[src/rtl/multicycle_control.sv]
// Multi-cycle MIPS main control FSM: sequences one instruction over 3-5 states,
// with memory wait-state handshake, bounded wait timeout and illegal-opcode flag.
module multicycle_control #(
    parameter int OP_W       = 6,
    parameter int WAIT_LIMIT = 15,
    parameter int CNT_W      = 8
) (
    input  logic            clk,
    input  logic            reset,
    input  logic [OP_W-1:0] opcode,
    input  logic            mem_ready,
    output logic            PCWrite,
    output logic            PCWriteCond,
    output logic            IorD,
    output logic            MemRead,
    output logic            MemWrite,
    output logic            IRWrite,
    output logic            MemtoReg,
    output logic            RegDst,
    output logic            RegWrite,
    output logic            ALUSrcA,
    output logic [1:0]      ALUSrcB,
    output logic [1:0]      ALUOp,
    output logic [1:0]      PCSrc,
    output logic            illegal_op,
    output logic            mem_timeout,
    output logic [3:0]      state
);

    typedef enum logic [3:0] {
        S_FETCH  = 4'd0,
        S_DECODE = 4'd1,
        S_MEMADR = 4'd2,
        S_MEMRD  = 4'd3,
        S_MEMWB  = 4'd4,
        S_MEMWR  = 4'd5,
        S_EXEC   = 4'd6,
        S_ALUWB  = 4'd7,
        S_BRANCH = 4'd8,
        S_JUMP   = 4'd9,
        S_ADDIEX = 4'd10,
        S_ADDIWB = 4'd11
    } state_t;

    typedef enum logic [2:0] {
        OPC_RTYPE   = 3'd0,
        OPC_LW      = 3'd1,
        OPC_SW      = 3'd2,
        OPC_BEQ     = 3'd3,
        OPC_J       = 3'd4,
        OPC_ADDI    = 3'd5,
        OPC_ILLEGAL = 3'd6
    } op_class_t;

    // Full-width compare, so any nonzero bit above the 6-bit field is illegal.
    function automatic op_class_t classify(input logic [OP_W-1:0] op);
        if (op == OP_W'(6'b000000)) begin
            return OPC_RTYPE;
        end else if (op == OP_W'(6'b100011)) begin
            return OPC_LW;
        end else if (op == OP_W'(6'b101011)) begin
            return OPC_SW;
        end else if (op == OP_W'(6'b000100)) begin
            return OPC_BEQ;
        end else if (op == OP_W'(6'b000010)) begin
            return OPC_J;
        end else if (op == OP_W'(6'b001000)) begin
            return OPC_ADDI;
        end else begin
            return OPC_ILLEGAL;
        end
    endfunction

    state_t             state_r;
    state_t             state_next_s;
    logic [CNT_W-1:0]   wait_cnt_r;
    logic [CNT_W-1:0]   wait_cnt_next_s;
    logic               is_sw_r;
    logic               is_sw_next_s;
    logic               illegal_op_r;
    logic               mem_timeout_r;
    logic               illegal_s;
    logic               timeout_s;
    logic               in_mem_s;
    logic               at_limit_s;

    logic               pc_write_s;
    logic               pc_write_cond_s;
    logic               iord_s;
    logic               mem_read_s;
    logic               mem_write_s;
    logic               ir_write_s;
    logic               mem_to_reg_s;
    logic               reg_dst_s;
    logic               reg_write_s;
    logic               alu_src_a_s;
    logic [1:0]         alu_src_b_s;
    logic [1:0]         alu_op_s;
    logic [1:0]         pc_src_s;

    // The limit cycle is the WAIT_LIMIT-th consecutive cycle without mem_ready.
    assign at_limit_s = (wait_cnt_r == CNT_W'(WAIT_LIMIT - 1));

    // Next-state selection, wait timeout and illegal-opcode detection.
    always_comb begin
        state_next_s = state_r;
        is_sw_next_s = is_sw_r;
        illegal_s    = 1'b0;
        timeout_s    = 1'b0;
        in_mem_s     = 1'b0;
        case (state_r)
            S_FETCH: begin
                in_mem_s = 1'b1;
                if (mem_ready) begin
                    state_next_s = S_DECODE;
                end else if (at_limit_s) begin
                    timeout_s    = 1'b1;
                    state_next_s = S_FETCH;
                end else begin
                    state_next_s = S_FETCH;
                end
            end
            S_DECODE: begin
                case (classify(opcode))
                    OPC_RTYPE: state_next_s = S_EXEC;
                    OPC_LW: begin
                        state_next_s = S_MEMADR;
                        is_sw_next_s = 1'b0;
                    end
                    OPC_SW: begin
                        state_next_s = S_MEMADR;
                        is_sw_next_s = 1'b1;
                    end
                    OPC_BEQ:  state_next_s = S_BRANCH;
                    OPC_J:    state_next_s = S_JUMP;
                    OPC_ADDI: state_next_s = S_ADDIEX;
                    default: begin
                        illegal_s    = 1'b1;
                        state_next_s = S_FETCH;
                    end
                endcase
            end
            S_MEMADR: state_next_s = is_sw_r ? S_MEMWR : S_MEMRD;
            S_MEMRD: begin
                in_mem_s = 1'b1;
                if (mem_ready) begin
                    state_next_s = S_MEMWB;
                end else if (at_limit_s) begin
                    timeout_s    = 1'b1;
                    state_next_s = S_FETCH;
                end else begin
                    state_next_s = S_MEMRD;
                end
            end
            S_MEMWR: begin
                in_mem_s = 1'b1;
                if (mem_ready) begin
                    state_next_s = S_FETCH;
                end else if (at_limit_s) begin
                    timeout_s    = 1'b1;
                    state_next_s = S_FETCH;
                end else begin
                    state_next_s = S_MEMWR;
                end
            end
            S_MEMWB:  state_next_s = S_FETCH;
            S_EXEC:   state_next_s = S_ALUWB;
            S_ALUWB:  state_next_s = S_FETCH;
            S_BRANCH: state_next_s = S_FETCH;
            S_JUMP:   state_next_s = S_FETCH;
            S_ADDIEX: state_next_s = S_ADDIWB;
            S_ADDIWB: state_next_s = S_FETCH;
            default:  state_next_s = S_FETCH;
        endcase
    end

    // Wait counter restarts on every state change and after a timeout re-entry to FETCH.
    always_comb begin
        wait_cnt_next_s = wait_cnt_r;
        if (timeout_s || (state_next_s != state_r)) begin
            wait_cnt_next_s = {CNT_W{1'b0}};
        end else if (in_mem_s && !mem_ready) begin
            wait_cnt_next_s = wait_cnt_r + {{(CNT_W-1){1'b0}}, 1'b1};
        end else begin
            wait_cnt_next_s = wait_cnt_r;
        end
    end

    // State, wait counter, lw/sw selector and one-cycle flag registers.
    always_ff @(posedge clk) begin
        if (reset) begin
            state_r       <= S_FETCH;
            wait_cnt_r    <= {CNT_W{1'b0}};
            is_sw_r       <= 1'b0;
            illegal_op_r  <= 1'b0;
            mem_timeout_r <= 1'b0;
        end else begin
            state_r       <= state_next_s;
            wait_cnt_r    <= wait_cnt_next_s;
            is_sw_r       <= is_sw_next_s;
            illegal_op_r  <= illegal_s;
            mem_timeout_r <= timeout_s;
        end
    end

    // Moore datapath controls; only the FETCH strobes look at mem_ready.
    always_comb begin
        pc_write_s      = 1'b0;
        pc_write_cond_s = 1'b0;
        iord_s          = 1'b0;
        mem_read_s      = 1'b0;
        mem_write_s     = 1'b0;
        ir_write_s      = 1'b0;
        mem_to_reg_s    = 1'b0;
        reg_dst_s       = 1'b0;
        reg_write_s     = 1'b0;
        alu_src_a_s     = 1'b0;
        alu_src_b_s     = 2'b00;
        alu_op_s        = 2'b00;
        pc_src_s        = 2'b00;
        case (state_r)
            S_FETCH: begin
                mem_read_s  = 1'b1;
                alu_src_b_s = 2'b01;
                ir_write_s  = mem_ready;
                pc_write_s  = mem_ready;
            end
            S_DECODE: alu_src_b_s = 2'b11;
            S_MEMADR: begin
                alu_src_a_s = 1'b1;
                alu_src_b_s = 2'b10;
            end
            S_MEMRD: begin
                mem_read_s = 1'b1;
                iord_s     = 1'b1;
            end
            S_MEMWB: begin
                reg_write_s  = 1'b1;
                mem_to_reg_s = 1'b1;
            end
            S_MEMWR: begin
                mem_write_s = 1'b1;
                iord_s      = 1'b1;
            end
            S_EXEC: begin
                alu_src_a_s = 1'b1;
                alu_op_s    = 2'b10;
            end
            S_ALUWB: begin
                reg_write_s = 1'b1;
                reg_dst_s   = 1'b1;
            end
            S_BRANCH: begin
                alu_src_a_s     = 1'b1;
                alu_op_s        = 2'b01;
                pc_write_cond_s = 1'b1;
                pc_src_s        = 2'b01;
            end
            S_JUMP: begin
                pc_write_s = 1'b1;
                pc_src_s   = 2'b10;
            end
            S_ADDIEX: begin
                alu_src_a_s = 1'b1;
                alu_src_b_s = 2'b10;
            end
            S_ADDIWB: reg_write_s = 1'b1;
            default: begin
                pc_write_s = 1'b0;
            end
        endcase
    end

    assign PCWrite     = pc_write_s      & ~reset;
    assign PCWriteCond = pc_write_cond_s & ~reset;
    assign IorD        = iord_s          & ~reset;
    assign MemRead     = mem_read_s      & ~reset;
    assign MemWrite    = mem_write_s     & ~reset;
    assign IRWrite     = ir_write_s      & ~reset;
    assign MemtoReg    = mem_to_reg_s    & ~reset;
    assign RegDst      = reg_dst_s       & ~reset;
    assign RegWrite    = reg_write_s     & ~reset;
    assign ALUSrcA     = alu_src_a_s     & ~reset;
    assign ALUSrcB     = reset ? 2'b00 : alu_src_b_s;
    assign ALUOp       = reset ? 2'b00 : alu_op_s;
    assign PCSrc       = reset ? 2'b00 : pc_src_s;
    assign illegal_op  = illegal_op_r    & ~reset;
    assign mem_timeout = mem_timeout_r   & ~reset;
    assign state       = reset ? 4'd0 : state_r;

endmodule

[config.mk]
export PLATFORM = sky130hd
export DESIGN_NAME = multicycle_control
export DESIGN_NICKNAME = d
export VERILOG_FILES = /design/src/rtl/multicycle_control.sv
export SDC_FILE = /design/constraint.sdc
export NUM_CORES = 1
export LEC_CHECK = 0
export ABC_AREA = 1
export CORE_MARGIN = 2
export CORE_UTILIZATION = 54
export CTS_CLUSTER_DIAMETER = 60
export CTS_CLUSTER_SIZE = 28
export DETAILED_ROUTE_END_ITERATION = 12
export HOLD_SLACK_MARGIN = 0.15
export PLACE_DENSITY = 0.91
export SYNTH_ARGS = -nofsm -noshare
export SYNTH_HDL_FRONTEND = slang
export SYNTH_SLANG_ARGS = --single-unit
[constraint.sdc]
create_clock -name clk -period 2.6 [get_ports clk]
set_input_delay 0.65 -clock clk [delete_from_list [all_inputs] [get_ports clk]]
set_output_delay 0.65 -clock clk [all_outputs]
set_load 0.02 [all_outputs]
; After elaboration in Yosys (flattened, before gate mapping)
; Index checks and enable logic that the tools add are counted.
[totals]
ff_bits = 15
latchBits = 0
ram_bits = 0
romBits = 0
input_bits = 9
out_inout_bits = 22
word_cells = 99
mem_count = 0
[op_classes]
add_sub_neg = 1
mul = 0
n_div = 0
order_cmp = 0
n_eq_ne = 23
shifts = 0
muxes = 38
bitwise = 14
reduce_logical = 18
[ops]
columns = op, n
row1 = 4-bit one-hot mux with 7 select lines, 1
row2 = 3-bit 2-to-1 mux, 9
row3 = 4-bit one-hot mux with 5 select lines, 1
row4 = "4-bit by 3-bit equality test with 1-bit output, second input constant", 4
row5 = "4-bit equality test, second input constant", 4
row6 = 1-bit 2-to-1 mux, 15
row7 = 1-bit AND, 12
row8 = "6-bit equality test, second input constant", 2
row9 = 2-bit 2-to-1 mux, 6
row10 = 2-bit OR reduction, 6
row11 = "8-bit by 1-bit adder with 8-bit output, second input constant", 1
row12 = "4-bit by 2-bit equality test with 1-bit output, second input constant", 2
row13 = "8-bit by 4-bit equality test with 1-bit output, second input constant", 1
row14 = 2-bit one-hot mux with 2 select lines, 2
row15 = "3-bit by 2-bit equality test with 1-bit output, second input constant", 2
row16 = "3-bit equality test, second input constant", 2
row17 = "6-bit by 2-bit equality test with 1-bit output, second input constant", 1
row18 = "6-bit by 3-bit equality test with 1-bit output, second input constant", 1
row19 = "6-bit by 4-bit equality test with 1-bit output, second input constant", 1
row20 = 6-bit logical NOT, 1
row21 = 2-bit one-hot mux with 3 select lines, 1
row22 = 3-bit OR reduction, 2
row23 = 6-bit OR reduction, 1
row24 = "4-bit by 1-bit equality test with 1-bit output, second input constant", 1
row25 = other kinds (13), 15

; Depth between registers and ports, before layout
[depth]
word_depth = 15
mapped_depth = 12
ltp_nobuf = 11

; Worst setup path before layout
; No wires, ideal clock.
[synth_path]
kind = input -> output
start = in reset
end = out PCSrc[0]
arrival_ps = 1867
required_time_ps = 1950
setup_slack_ps = 83
stages = 3
n_path_buf = 2
path_cell_list = clkbuf_1 nor4_1 buf_4
[synth_between]
elab_chain_cells = 1
[synth_lines]
columns = item, line_no
row1 = start: declaration, 9  ; input logic reset,
row2 = 2-bit 2-to-1 mux, 286  ; assign PCSrc = reset ? 2'b00 : pc_src_s;
row3 = end: declaration, 24  ; output logic [1:0] PCSrc,
; Every way passes these cells.

; Final worst setup path
[layout_path]
start = in reset
end = out RegWrite
[layout_between]
elab_chain_cells = 2
[layout_lines]
columns = item, line_no
row1 = 1-bit inverter, 282  ; assign RegWrite = reg_write_s & ~reset;
row2 = 1-bit AND, 282
row3 = end: declaration, 20  ; output logic RegWrite,
; Every way passes these cells.

==> qor.tcl <==
set qor(nNetsFinal) 267
set qor(dp.final_hpwl_um) 2460
set qor(clkPwrFrac_pct) 26.5
set qor(grt.busiest_layer) {met2}
set qor(netlist_top_cells_area) {dfxtp_1 (22%), nand2_1 (10%), nor2_1 (9.2%)}
set qor(final_hold_viol_count) 0
set qor(detailroute.via_count) 1423
set qor(p_int_uw) 348
set qor(grt_util_met2_pct) 39.9
set qor(critical-path-top-cell-by-count) {inv_1}
set qor(p_leak_nw) 0.862
set qor(end_kind) {primary output}
set qor(worst_ep_required_time_ps) 1950
set qor(synth_commonest_cells) {nand2_1 (38), nor2_1 (34), inv_1 (32), dfxtp_1 (15), nand3_1 (14)}
set qor(power_per_cell_area_nw_per_um2) 294
set qor(crit_arrival_ps) 1860
set qor(critical_path.startpoint_type) {input port}
set qor(min-delay-path-class) {flop to flop}
set qor(post-route-worst-setup-slack_ps) 93.7
set qor(place.port_buffers) 30
set qor(fp.dieW_um) 54.7
set qor(list_of_cells_traversed_by_the_critical_path) {clkdlybuf4s50_1 -> buf_4 -> inv_1 -> nand2_1 -> inv_1 -> dlygate4sd2_1}
set qor(dieArea_um2) 2990
set qor(grt_max_degree) 13
set qor(worst_margin_slew_ps) 294
set qor(power.share.combinational_pct) 26.7
set qor(postCtsSetupRepairBufs) 0
set qor(drt_pre_antenna_iters) 5
set qor(post_place_instance_area_um2) 1760
set qor(fmaxAchievable_mhz) 399
set qor(post-layout-total-power_uw) 519
set qor(synth_seq_cells) 15
set qor(timing.critical_path.fanout_max) 12
set qor(grt_antenna_before_repair) 0
set qor(synth_top_area_cell) {dfxtp_1}
set qor(final-max-slew-violation-count) 0
set qor(placeableCoreArea_um2) 2450
set qor(yosys.cell_types.count) 28
set qor(chipHeight_um) 54.7
set qor(clockRootBuffer) {clkbuf_4}
set qor(initialDrtViolationCount) 22
set qor(cts_htree_levels) 1
set qor(areaGrowthSynthToFinish_pct) 27.2
set qor(track_usage_pct) 23.4
set qor(drc) 0
set qor(synth_top_flop_cell) {dfxtp_1}
set qor(routed_wirelength_um) 3030
set qor(worstPathBufferInverterCount) 5
set qor(slew-limit-headroom_pct) 80.3
set qor(ant_nets) 0
set qor(setup_violations) 0
set qor(synth.most_common_cell) {nand2_1}
set qor(fin_setup_tns_ps) 0
set qor(wl_per_cell_um) 10.6
set qor(status) {finished, final reports clean}
set qor(timing.clock.skew_ps) 5.32
set qor(number_of_buffers_inserted_during_clock_tree_synthesis) 3
set qor(unrepaired_setup_endpoints_after_global_routing) {false}
set qor(max_cap_violations) 0
set qor(critical_path.top_delay_family) {buffers and inverters}
set qor(placement.setup.worst_slack_ps) -185
set qor(synth_warnings) 0
set qor(finalHoldWorstSlack_ps) 491
set qor(ir_drop_mv) 0.229
set qor(synth_enable_flop_cells) 0
set qor(routabilityCongestion) 0.868
set qor(timing_worst_setup_path_type) {input port to primary output}
set qor(grtUsageMet1_pct) 29.0
set qor(clock_transition_at_the_registers_of_the_reported_paths_ps) 90
set qor(post_route_cells_drive_above_1_share_pct) 21.2
set qor(cts_tree) {yes}
set qor(crit_slowest_cell) {clkdlybuf4s50_1}
set qor(grt.overflow.total) 0
set qor(clock_insertion_delay_worst_skew_ps) 290
set qor(detail_route.vias_per_cell) 4.99
set qor(via_count_of_the_first_global_routing_pass) 1256
set qor(power.sequential.fraction_pct) 46.8
set qor(ys_async_sr_fraction_pct) 0
set qor(diodes) 0
set qor(grt_pass1_wl_um) 5140
set qor(synthDominantCellAreaShare_pct) 21.6
set qor(floorplan.initialDensity_pct) 56.6
set qor(synth_sequential_area_ratio_pct) 21.6
set qor(syn_area_um2) 1390
set qor(fin_crit_sh_pct) 96.4
set qor(use_met3_pct) 3.01
set qor(fp-row-count) 18
set qor(postSynthAreaPerCell_um2) 6.40
set qor(maximum_clock_path_buffer_count) 2
set qor(timing.final.crit_period_ps) 2510
set qor(max_stage_delay_ps) 530
set qor(syn-instance-count) 217
set qor(switching_power_summed_over_all_nets_uw) 170
set qor(finish.instance_area_um2) 1770
set qor(synthesis.nets) 228
set qor(switching_share_pct) 32.9
set qor(clock_sinks) 15
set qor(ioPinCount) 31
cells in the final DEF (no fill, tap or decap), types with 7 or more instances in the layout:
cell type / n
inv_1: 32
inv_2: 7
dfxtp_1: 14
a21oi_1: 13
nand2_1: 38
nand3_1: 14
clkdlybuf4s50_1: 8
dlygate4sd2_1: 21
buf_4: 9
nor2_4: 8
nor2_1: 34
nor3_2: 8
through the flow:
stage / util, % / instances
after floorplan: - / 217
after global routing: 72.0 / 285
after global placement: 71.9 / 281
final: 72.0 / 285
after detailed placement: 71.9 / 281
after CTS: 71.9 / 285
kinds of logic after synthesis:
group                    after synthesis  synth area share, %
AO/OA/AOI/OAI                         23                 8.92
AND/OR/NAND/NOR                      128                 51.8
buffers and inverters                 44                 12.7
adder cells (fa/ha/maj)                2                 1.80
XOR/XNOR                               5                 3.15
flip-flops                            15                 21.6
timing repair:
action,CTS,global route
hold buffers,0,0
endpoints found under the setup margin,22,1
resized for setup,23,1
cloned,0,0
flip-flops by register name, indices dropped and copies added (netlist names):
register       cells
state_r            4
wait_cnt_r         8
mem_timeout_r      1
illegal_op_r       1
is_sw_r            1
final cells by class:
type / instances / area, um^2
multi-input combinational: 158 / 912
sequential: 15 / 302
timing repair buffer: 39 / 342
clock buffer: 3 / 22.5
inverter: 39 / 146
fill: 200 / 688
tap: 30 / 37.5
clock inverter: 1 / 5.00
tightest hold or removal path, stage by stage (launching register included):
cell	delay, ps
dfxtp_1	330
o21ai_0	70
a21oi_1	60
metal layers:
| layer | vias to the layer above | part of all wire [%] | wire length (um) |
|---|---|---|---|
| met5 | - | 0 | 0 |
| met4 | 0 | 1.8 | 56 |
| met3 | 8 | 3.6 | 109 |
| met2 | 38 | 47 | 1440 |
| met1 | 618 | 47 | 1430 |
| li1 | 759 | - | - |
final timing paths:
path | from | endpoint | slack [ps] | cells past startpoint
hold / removal | is_sw_r | is_sw_r | 490 | 2
hold reg to reg | is_sw_r | is_sw_r | 490 | 2
setup reg to reg | wait_cnt_r[0] | wait_cnt_r[4] | 810 | 10
setup / recovery | reset | RegWrite | 90 | 6
power groups by stage:
stage | combinational [mW] | sequential, mW | clock [mW]
final | 0.138 | 0.243 | 0.138
after global routing | 0.153 | 0.244 | 0.151
after CTS | 0.138 | 0.243 | 0.140
after detailed placement | 0.143 | 0.248 | 0
after global placement | 0.140 | 0.248 | 0
after floorplan | 0.0956 | 0.244 | 0
(Power assumes the default switching activity.)
